### config.mk
export PLATFORM = sky130hd
export DESIGN_NAME = pulse_emitter_flat
export DESIGN_NICKNAME = d
export VERILOG_FILES = /design/src/rtl/pulse_emitter_if.sv /design/src/rtl/pulse_emitter.sv /design/src/flat_wrapper.sv
export SDC_FILE = /design/constraint.sdc
export NUM_CORES = 1
export LEC_CHECK = 0
export BUFFER_PORTS_ARGS = -buffer_cell sky130_fd_sc_hd__buf_2
export CAP_MARGIN = 15
export CELL_PAD_IN_SITES_DETAIL_PLACEMENT = 1
export CELL_PAD_IN_SITES_GLOBAL_PLACEMENT = 2
export CORE_AREA = 2 2 44 46
export CTS_CLUSTER_DIAMETER = 60
export DETAILED_ROUTE_END_ITERATION = 12
export DIE_AREA = 0 0 46 48
export PLACE_DENSITY_LB_ADDON = 0.1
export SLEW_MARGIN = 0
export SYNTH_ARGS = -nofsm -noshare
export SYNTH_HDL_FRONTEND = slang
export SYNTH_SLANG_ARGS = --single-unit
### constraint.sdc
create_clock -name clock_reset -period 1.8 [get_ports clock_reset]
set_input_delay 0.09 -clock clock_reset [delete_from_list [all_inputs] [get_ports clock_reset]]
set_output_delay 0.09 -clock clock_reset [all_outputs]
set_load 0.02 [all_outputs]
### src/rtl/pulse_emitter_if.sv
//------------------------------------------------------------------------------
// pulse_emitter_if : request handshake and pulse-train outputs of pulse_emitter
// Revision: 1.0 - initial release
//------------------------------------------------------------------------------
`default_nettype none

interface pulse_emitter_if #(
    parameter int WIDTH = 4
);
    logic             in_valid;
    logic [WIDTH-1:0] in_data;
    logic             in_ready;
    logic             pulse;
    logic [WIDTH-1:0] remaining;
    logic             busy;
    logic             done;

`ifdef PULSE_EMITTER_ABORT_EN
    logic             abort;

    modport master (
        output in_valid, in_data, abort,
        input  in_ready, pulse, remaining, busy, done
    );
    modport slave (
        input  in_valid, in_data, abort,
        output in_ready, pulse, remaining, busy, done
    );
`else
    modport master (
        output in_valid, in_data,
        input  in_ready, pulse, remaining, busy, done
    );
    modport slave (
        input  in_valid, in_data,
        output in_ready, pulse, remaining, busy, done
    );
`endif
endinterface

`default_nettype wire

### src/rtl/pulse_emitter.sv
//------------------------------------------------------------------------------
// pulse_emitter : emits N single-cycle pulses spaced by GAP idle cycles, then
// a done strobe. Optional cancel input enabled by PULSE_EMITTER_ABORT_EN.
// Revision: 1.0 - initial release
//------------------------------------------------------------------------------
`default_nettype none

module pulse_emitter #(
    parameter int WIDTH = 4,
    parameter int GAP   = 0
) (
    input  logic [1:0]            clock_reset,
    pulse_emitter_if.slave        bus
);
    localparam logic [WIDTH-1:0] ONE      = WIDTH'(1);
    localparam logic [7:0]       GAP_LAST = 8'((GAP > 0) ? (GAP - 1) : 0);

    typedef enum logic [1:0] {
        S_IDLE  = 2'd0,
        S_PULSE = 2'd1,
        S_GAP   = 2'd2
    } state_t;

    logic             clk;
    logic             rst_n;
    state_t           state_q;
    logic             pulse_q;
    logic             done_q;
    logic [WIDTH-1:0] remaining_q;
    logic [7:0]       gap_cnt_q;

    assign clk   = clock_reset[0];
    assign rst_n = clock_reset[1];

    always_ff @(posedge clk) begin
        if (!rst_n) begin
            state_q     <= S_IDLE;
            pulse_q     <= 1'b0;
            done_q      <= 1'b0;
            remaining_q <= '0;
            gap_cnt_q   <= '0;
        end
`ifdef PULSE_EMITTER_ABORT_EN
        else if (bus.abort && (state_q != S_IDLE)) begin
            state_q     <= S_IDLE;
            pulse_q     <= 1'b0;
            done_q      <= 1'b0;
            remaining_q <= '0;
            gap_cnt_q   <= '0;
        end
`endif
        else begin
            pulse_q <= 1'b0;
            done_q  <= 1'b0;
            case (state_q)
                S_IDLE: begin
                    if (bus.in_valid) begin
                        if (bus.in_data == '0) begin
                            done_q <= 1'b1;
                        end else begin
                            state_q     <= S_PULSE;
                            pulse_q     <= 1'b1;
                            remaining_q <= bus.in_data - ONE;
                        end
                    end
                end
                S_PULSE: begin
                    // remaining_q is only decremented when nonzero, so it cannot wrap
                    if (remaining_q == '0) begin
                        state_q <= S_IDLE;
                        done_q  <= 1'b1;
                    end else if (GAP > 0) begin
                        state_q   <= S_GAP;
                        gap_cnt_q <= GAP_LAST;
                    end else begin
                        pulse_q     <= 1'b1;
                        remaining_q <= remaining_q - ONE;
                    end
                end
                S_GAP: begin
                    if (gap_cnt_q == 8'd0) begin
                        state_q     <= S_PULSE;
                        pulse_q     <= 1'b1;
                        remaining_q <= remaining_q - ONE;
                    end else begin
                        gap_cnt_q <= gap_cnt_q - 8'd1;
                    end
                end
                default: state_q <= S_IDLE;
            endcase
        end
    end

    assign bus.in_ready  = (state_q == S_IDLE) && rst_n;
    assign bus.busy      = (state_q != S_IDLE);
    assign bus.pulse     = pulse_q;
    assign bus.done      = done_q;
    assign bus.remaining = remaining_q;

endmodule

`default_nettype wire

### src/flat_wrapper.sv
// flat-port wrapper written by rule: the top's interface ports become plain ports
module pulse_emitter_flat 
#(
    parameter int WIDTH = 4,
    parameter int GAP   = 0
)
  (clock_reset, bus_in_valid, bus_in_data, bus_in_ready, bus_pulse, bus_remaining, bus_busy, bus_done);
  pulse_emitter_if #(.WIDTH(WIDTH)) bus_i ();
  input  logic [1:0] clock_reset;
  input wire logic [$bits(bus_i.in_valid)-1:0] bus_in_valid;
  input wire logic [$bits(bus_i.in_data)-1:0] bus_in_data;
  output wire logic [$bits(bus_i.in_ready)-1:0] bus_in_ready;
  output wire logic [$bits(bus_i.pulse)-1:0] bus_pulse;
  output wire logic [$bits(bus_i.remaining)-1:0] bus_remaining;
  output wire logic [$bits(bus_i.busy)-1:0] bus_busy;
  output wire logic [$bits(bus_i.done)-1:0] bus_done;
  assign bus_i.in_valid = bus_in_valid;
  assign bus_i.in_data = bus_in_data;
  assign bus_in_ready = bus_i.in_ready;
  assign bus_pulse = bus_i.pulse;
  assign bus_remaining = bus_i.remaining;
  assign bus_busy = bus_i.busy;
  assign bus_done = bus_i.done;
  pulse_emitter #(.WIDTH(WIDTH), .GAP(GAP)) u_core (.clock_reset(clock_reset), .bus(bus_i));
endmodule
* Yosys cells after proc, flatten, opt, wreduce, memory -nomap -nowiden
Cells that the tools add are included.
Widths: inputs -> output; s select.
** Operators by class
- Add/subtract/negate cells :: 3
- $mul :: 0
- Divide/modulo/power cells :: 0
- Magnitude comparators :: 0
- Equality and inequality tests :: 7
- Shifts and indexed selects :: 0
- Mux-type cells :: 19
- Bitwise logic cells :: 1
- Reductions and logical operators :: 10
** Operators with widths (number)
- $mux 4 :: 4
- $pmux 4 s3 :: 1
- $logic_not 4->1 :: 2
- $logic_not 8->1 :: 1
- $mux 2 :: 4
- $sub 4x1->4 const B :: 2
- $sub 8x1->8 const B :: 1
- $mux 1 :: 7
- $ne 2x2->1 const B :: 3
- $pmux 2 s3 :: 1
- $reduce_and 5->1 :: 1
- $ne 2x1->1 const B :: 2
- $reduce_and 4->1 :: 1
- $pmux 1 s3 :: 1
- $reduce_bool 3->1 :: 1
- $eq 2x1->1 const B :: 1
- $eq 2x2->1 const B :: 1
- $logic_not 2->1 :: 1
- $pmux 1 s2 :: 1
- $reduce_and 2->1 :: 1
- $reduce_bool 2->1 :: 1
- $logic_and 1x1->1 :: 1
- $not 1->1 :: 1
** Storage, ports and cells
- Flip-flop bits (word level) :: 16
- Latch bits :: 0
- Bits in writable memories :: 0
- Memory bits (read-only) :: 0
- Output and inout port bits :: 8
- Word-level logic and storage cells :: 45
- Memories :: 0

* Depth between registers and ports, before layout
Gate-level depths: netlist of the first run.
- Word-level depth :: 4
- Depth in mapped cells :: 7
- Mapped depth without buffers :: 6

* Worst setup path before layout of the first run
No wires, ideal clock.
- Path kind :: reg-to-reg
- Start :: register u_core.state_q[0]
- End :: register u_core.remaining_q[2], in the netlist u_core.bus.remaining[2]
- Setup time :: 70 ps
- Data arrival time :: 1652 ps
- Required time :: 1730 ps
- Slack :: 79 ps
- Stages on the path, launching flop included :: 8
- Path buffers :: 1
- Period minus slack after synthesis :: 1721 ps
- Path through :: dfxtp_1 buf_6 mux2i_2 ha_1 xor2_1 nand2_1 a21o_1 a21oi_1
** Between the ends
- Longest elaborated chain between the ends :: 3
- Elaborated cells on any way between the ends :: 10
** Ends and longest elaborated chain
- start, declared :: RTL line pulse_emitter.sv:26 : state_t state_q;
- start signal, assigned :: RTL line pulse_emitter.sv:37 : state_q <= S_IDLE;
- start signal, assigned :: RTL line pulse_emitter.sv:61 : state_q <= S_PULSE;
- start signal, assigned :: RTL line pulse_emitter.sv:70 : state_q <= S_IDLE;
- $eq 2x1->1 (tied with other cells) :: RTL line pulse_emitter.sv:55 : case (state_q)
- $ne 2x2->1 (no source line) (tied with other cells)
- $reduce_and 5->1 (no source line)
- end signal, assigned :: RTL line pulse_emitter.sv:63 : remaining_q <= bus.in_data - ONE;
- end signal, assigned :: RTL line pulse_emitter.sv:77 : remaining_q <= remaining_q - ONE;
- end signal, assigned :: RTL line pulse_emitter.sv:84 : remaining_q <= remaining_q - ONE;
- end, declared :: RTL line pulse_emitter.sv:29 : logic [WIDTH-1:0] remaining_q;
Several ways; a longest one is shown, not always the timed one.
A chain may end at the register's enable or synchronous reset.

==> results of run 1 <==
[path summary, 6_finish.rpt]
check | endpoint | cells after the start
setup / recovery | bus_in_ready | 6
hold / removal | u_core.bus.remaining[3] | 5
setup reg to reg | u_core.bus.remaining[2] | 6
hold reg to reg | u_core.bus.remaining[2] | 2
[what timing repair did]
item | in CTS | in global routing
setup endpoints to repair | 0 | 1
hold endpoints to repair | 0 | 0
hold buffers | 0 | 0
resized for setup | 0 | 1
[flip-flops by register name, summed over array words and instances, names as in the netlist]
register              cells
u_core.state_q            1
u_core.bus.pulse          1
u_core.bus.done           1
u_core.bus.remaining      4
[Yosys cell counts, drive strengths merged]
| cell | n | share of area [%] |
|---|---|---|
| buf | 2 | 4.3 |
| nor2b | 2 | 2.9 |
| nand4 | 2 | 2.9 |
| xor2 | 1 | 2.0 |
| a311oi | 2 | 5.5 |
| and2 | 1 | 1.4 |
| nor4 | 1 | 2.9 |
| inv | 4 | 3.5 |
| nand2 | 3 | 2.6 |
| a21oi | 4 | 4.6 |
| nand2b | 1 | 1.4 |
| nor2 | 5 | 4.3 |
| ha | 1 | 2.9 |
| a21o | 1 | 1.7 |
| or4 | 1 | 1.7 |
| o41ai | 1 | 3.7 |
| a31oi | 2 | 2.9 |
| mux2i | 3 | 8.6 |
| nor3 | 3 | 3.5 |
| dfxtp | 7 | 32 |
| o21ai | 2 | 2.3 |
| o311ai | 1 | 2.0 |
[worst min-delay path, delay by kind of cell]
family                 cells  cell delay (ps)
AOI/OAI and AO/OA          2              110
and+or+nand+nor            1               90
buffers and inverters      2              160
[final cells by class]
type | count | area [sq um] | share of cell area, %
multi-input combinational | 37 | 260 | 39.2
sequential | 7 | 141 | 21.3
clock buffer | 14 | 98.8 | 14.9
timing repair buffer | 16 | 90.1 | 13.6
clock inverter | 7 | 40.0 | 6.04
tap | 17 | 21.3 | 3.21
inverter | 3 | 11.3 | 1.70
[per-stage QoR]
stage	cell area, sq um	power, uW
detailed placement	532	870
CTS	662	1450
finish	663	1410
floorplan	434	703
global placement	532	871
global route	663	1560
[power groups by stage]
stage                     Clock, uW  Combinational (uW)  Sequential [uW]
after CTS                       714                 426              310
final                           683                 422              310
after floorplan                 121                 233              349
after global placement          139                 422              311
after detailed placement        139                 419              313
after global routing            776                 460              325
[logic make-up (layout without fill, tap and decap cells)]
kind of cell | Yosys count | count (layout)
xor gates and xnor gates | 1 | 1
DFF | 7 | 7
muxes | 3 | 3
and+or+nand+nor | 19 | 19
AOI/OAI and AO/OA | 13 | 13
adders and majority gates | 1 | 1
buffers and inverters | 6 | 40
[layer usage]
| layer | up-vias | share of wire (%) | routed length (um) | global-route usage (%) |
|---|---|---|---|---|
| li1 | 250 | - | - | - |
| met1 | 239 | 43 | 616 | 15.9 |
| met5 | - | 0 | 0 | 5.00 |
| met3 | 8 | 6.0 | 85 | 15.8 |
| met2 | 20 | 48 | 675 | 20.3 |
| met4 | 0 | 3.1 | 44 | 30.3 |
==> reports/qor.yml, run 1 <==
critical_path:
  startpoint_type: "clock port"
  reg2reg_slack_ps: 230
  r2r_start: "u_core.state_q[0]"
  cp.required_ps: 1710
  cp_cell_sequence: "clkbuf_4 > clkbuf_4 > clkbuf_4 > inv_1 > nor2_1 > buf_2"
  crit_fanout: 3
  critPathCaptureType: "output pin"
  critPathMostFrequentCell: "clkbuf_4"
  worstSetupStartpoint: "clock_reset[1]"
  slowest_stage: "buf_2"
  crit_family: "buffers and inverters"
  crit_buf_inv: 5
  critical_path_class: "clk -> out"
  crit_arrival_ps: 1500
  max_stage_delay_ps: 150
layout:
  final_common_cell: "buf_2"
  fin_util_pct: 39.3
  stdcell_count: 101
  drive_gt1_share_pct: 44.0
  layout_common_cells: "buf_2 (13), clkbuf_4 (12), inv_1 (8)"
  area_delta_synth_final_pct: 52.7
  antenna_cells: 0
  num-fill-cells: 220
  fin_nets: 91
synthesis:
  synthSimpleGateAreaFrac_pct: 23.6
  yosysWarnings: 0
  postSynthAreaPerCell_sq_um: 8.68
  synth_seq_area_share_pct: 32.3
  synthesis.area_sq_um: 434
  synthMuxAreaShare_pct: 8.65
  netlist-cell-type-count: 27
  synth_fa_ha_area_share_pct: 2.88
  ys_ff_latch: 7
  synth_top_family_by_area: "simple AND/OR/NAND/NOR gates"
  synth_compound_area_share_pct: 22.8
  syn_inst: 50
  synth.net_count: 58
  yosys.area_share.xor_xnor_pct: 2.02
floorplanning:
  die_height_um: 48
  ios: 15
  die_x_um: 46
  rows: 15
  dieArea_sq_mm: 0.00221
  core_area_sq_mm: 0.00169
  floorplan.initialDensity_pct: 25.7
placed_design:
  place_inst: 82
  preCtsSetupSlack_ps: 151
  dp_hpwl_um: 985
  gp_congestion: 0.742
  io_buffers: 13
timing:
  holdWs_ps: 231
  finalMaxSlewViolations: 0
  fin_setup_tns_ps: 0
  setup_viol: 0
  clock-skew-final_ps: 5.38
  slew_headroom_pct: 78.2
  grt_setup_unrepaired: "no"
  hold_viol: 0
  setup_ws_ps: 210
  tightest_slew_ps: 326
route:
  routed_via_density: 5.12
  drc_errors: 0
  finalWirelength_um: 1420
  routedWlPerCell_um: 14.1
  dr.first_iter.drc_count: 4
  first_pass_iters: 3
  vias: 517
  ant_nets: 0
pwr:
  p_leak_uw: 0.000337
  power_frac_clock_pct: 48.3
  p_comb_share_pct: 29.8
  p_switching_uw: 594
  peakVddDrop_mv: 0.898
  p_int_uw: 820
  p_sw_share_pct: 42.0
  pwr-share-seq_pct: 21.9
  power.density_mw_per_mm2: 2130
grt:
  grt_max_degree: 9
  grt_pass1_vias: 691
  track_usage_pct: 18.7
  antenna_found_initial: 0
  gr-total-overflow: 0
  grt_pass1_wl_um: 2560
clock_tree:
  post-cts-setup-buffer-count: 0
  cts_tree: "done"
  path_clk_slew_ps: 60
  clock_latency_ps: 260
min_path:
  hp-start: "bus_in_data[3]"
  hp-class: "in -> reg"
outcome:
  status: "complete, no violations"
run:
  max_cap_viol_count: 0
Note: power is estimated with default switching activity, not from simulation.
==> run 2: changes to the inputs <==
- clock period: 1.8 -> 1.5 ns (I/O delays scaled with it)
==> run 2 against run 1 <==
Effect of this change: worst setup slack worse by 140 ps; clock power up 19%; first-iteration DRC count down 50%; clock skew down 0.86 ps; routed wire length up 6.1%; power up 29%; via count down 0.77%; final cell count up 2.0%; sequential power up 20%; critical path type unchanged.
==> reports/qor.yml, run 2 (same netlist as run 1, synthesis figures left out) <==
timing:
  hold_viol: 0  # unchanged
  tightest_slew_ps: 337  # +10.6 ps
  finalCriticalPeriod_ps: 1430
  clock-skew-final_ps: 4.52  # -0.860 ps
  max_freq_ghz: 0.703
  slew_headroom_pct: 77.5  # -0.66 points
  setup_ws_ps: 69.1  # -141 ps
  setup_viol: 0  # unchanged
  grt_setup_unrepaired: "yes"
  fin_setup_tns_ps: 0  # unchanged
  holdWs_ps: 197  # -34.5 ps
  finalMaxSlewViolations: 0  # unchanged
  finalCritPeriodShare_pct: 95.4
critical_path:
  worstRegToRegCells: 3  # -3
  crit_arrival_ps: 1360  # -140 ps
  crit_fanout: 3  # unchanged
  critical_path_class: "clk -> out"
  reg2reg_slack_ps: 80  # -150 ps
  critPathCaptureType: "output pin"
  r2r_start: "u_core.bus.remaining[1]"
  startpoint_type: "clock port"
  timing.rr.end: "u_core.bus.remaining[1]"
  cp.required_ps: 1420  # -290 ps
floorplanning:
  floorplan.initialDensity_pct: 25.7  # unchanged
  dieArea_sq_mm: 0.00221  # unchanged
  die_height_um: 48  # unchanged
  core_area_sq_mm: 0.00169  # unchanged
  ios: 15  # unchanged
  die_x_um: 46  # unchanged
  rows: 15  # unchanged
route:
  routed_via_density: 4.98  # -2.7%
  routedWlPerCell_um: 14.6  # +4.1%
  vias: 513  # -0.77%
  finalWirelength_um: 1510  # +6.1%
  ant_nets: 0  # unchanged
  first_pass_iters: 2  # -1
  drc_errors: 0  # unchanged
  dr.first_iter.drc_count: 2  # -2
layout:
  fin_nets: 93  # +2.2%
  antenna_cells: 0  # unchanged
  area_delta_synth_final_pct: 68.6
  layout_common_cells: "buf_2 (13), clkbuf_4 (12), inv_1 (8)"
  largest_reg_flops: 4  # unchanged
  drive_gt1_share_pct: 51.2  # +7.1 points
  fin_util_pct: 43.3  # +4.1 points
  final_common_cell: "buf_2"
pwr:
  peakVddDrop_mv: 1.09  # +21%
  power.density_mw_per_mm2: 2490  # +17%
  power_uw: 1820  # +29%
  p_leak_uw: 0.000352  # +4.5%
clock_tree:
  clock_latency_ps: 250  # about the same
  cts_tree: "done"
  path_clk_slew_ps: 50  # about the same
grt:
  track_usage_pct: 16.9  # -1.8 points
  antenna_found_initial: 0  # unchanged
  gr-total-overflow: 0  # unchanged
  grt_max_degree: 9  # unchanged
  grt_pass1_vias: 598  # -13%
  grt_pass1_wl_um: 2220  # -13%
placed_design:
  preCtsSetupSlack_ps: 77.7  # -73.3 ps
  gp_congestion: 0.763  # +2.8%
  dp_hpwl_um: 971  # -1.4%
  io_buffers: 13  # unchanged
min_path:
  min_to: "u_core.bus.remaining[1]"
  hp-class: "in -> reg"
  hold_depth: 4  # -1
  hp-start: "bus_in_valid"
run:
  max_cap_viol_count: 0  # unchanged
outcome:
  status: "complete, no violations"
-- run 2: how the worst max path moves through the flow --
| stage | startpoint | endpoint | cells past startpoint |
|---|---|---|---|
| after floorplan | u_core.state_q[0] | u_core.bus.remaining[2] | 7 |
| after global placement | u_core.state_q[0] | u_core.bus.remaining[1] | 4 |
| after detailed placement | u_core.state_q[0] | u_core.bus.remaining[1] | 4 |
| after CTS | u_core.state_q[0] | u_core.bus.remaining[1] | 4 |
| after global routing | u_core.bus.remaining[1] | u_core.bus.remaining[2] | 6 |
| final | clock_reset[1] | bus_in_ready | 6 |
-- run 2: layout make-up --
class | instances | area, sq um
Clock buffer | 14 | 98.8
Clock inverter | 7 | 40.0
Fill cell | 213 | 957
Inverter | 3 | 11.3
Multi-Input combinational cell | 37 | 312
Sequential cell | 7 | 144
Tap cell | 17 | 21.3
Timing Repair Buffer | 18 | 105
-- run 2: layer usage --
metal | vias up | track usage [%] | routed length, um
met5 | - | 0 | 0
met4 | 0 | 25.1 | 38
met3 | 6 | 14.3 | 112
met2 | 18 | 19.4 | 728
met1 | 232 | 14.8 | 628
li1 | 257 | - | -
-- run 2: what timing repair did --
action                                  in CTS  in global routing
endpoints found under the setup margin       1                  8
gates resized for setup                      1                  6
buffers inserted                             0                  2
pin swaps                                    0                  1
hold buffers                                 0                  0
-- run 2: where the power goes --
group          internal, uW  total [uW]  switching [uW]
Sequential              269         373             105
Combinational           297         636             338
Clock                   500         815             315
-- run 2: through the flow --
step,instance area (sq um),cells
2_1_floorplan,462,50
3_3_place_gp,556,82
3_5_place_dp,556,82
4_1_cts,696,101
5_1_grt,732,103
6_report,732,103
-- run 2: critical path: stages --
cell and delay (ps):
clkbuf_4 110, clkbuf_4 130, clkbuf_4 140, inv_1 50
nor2_1 30, buf_2 150
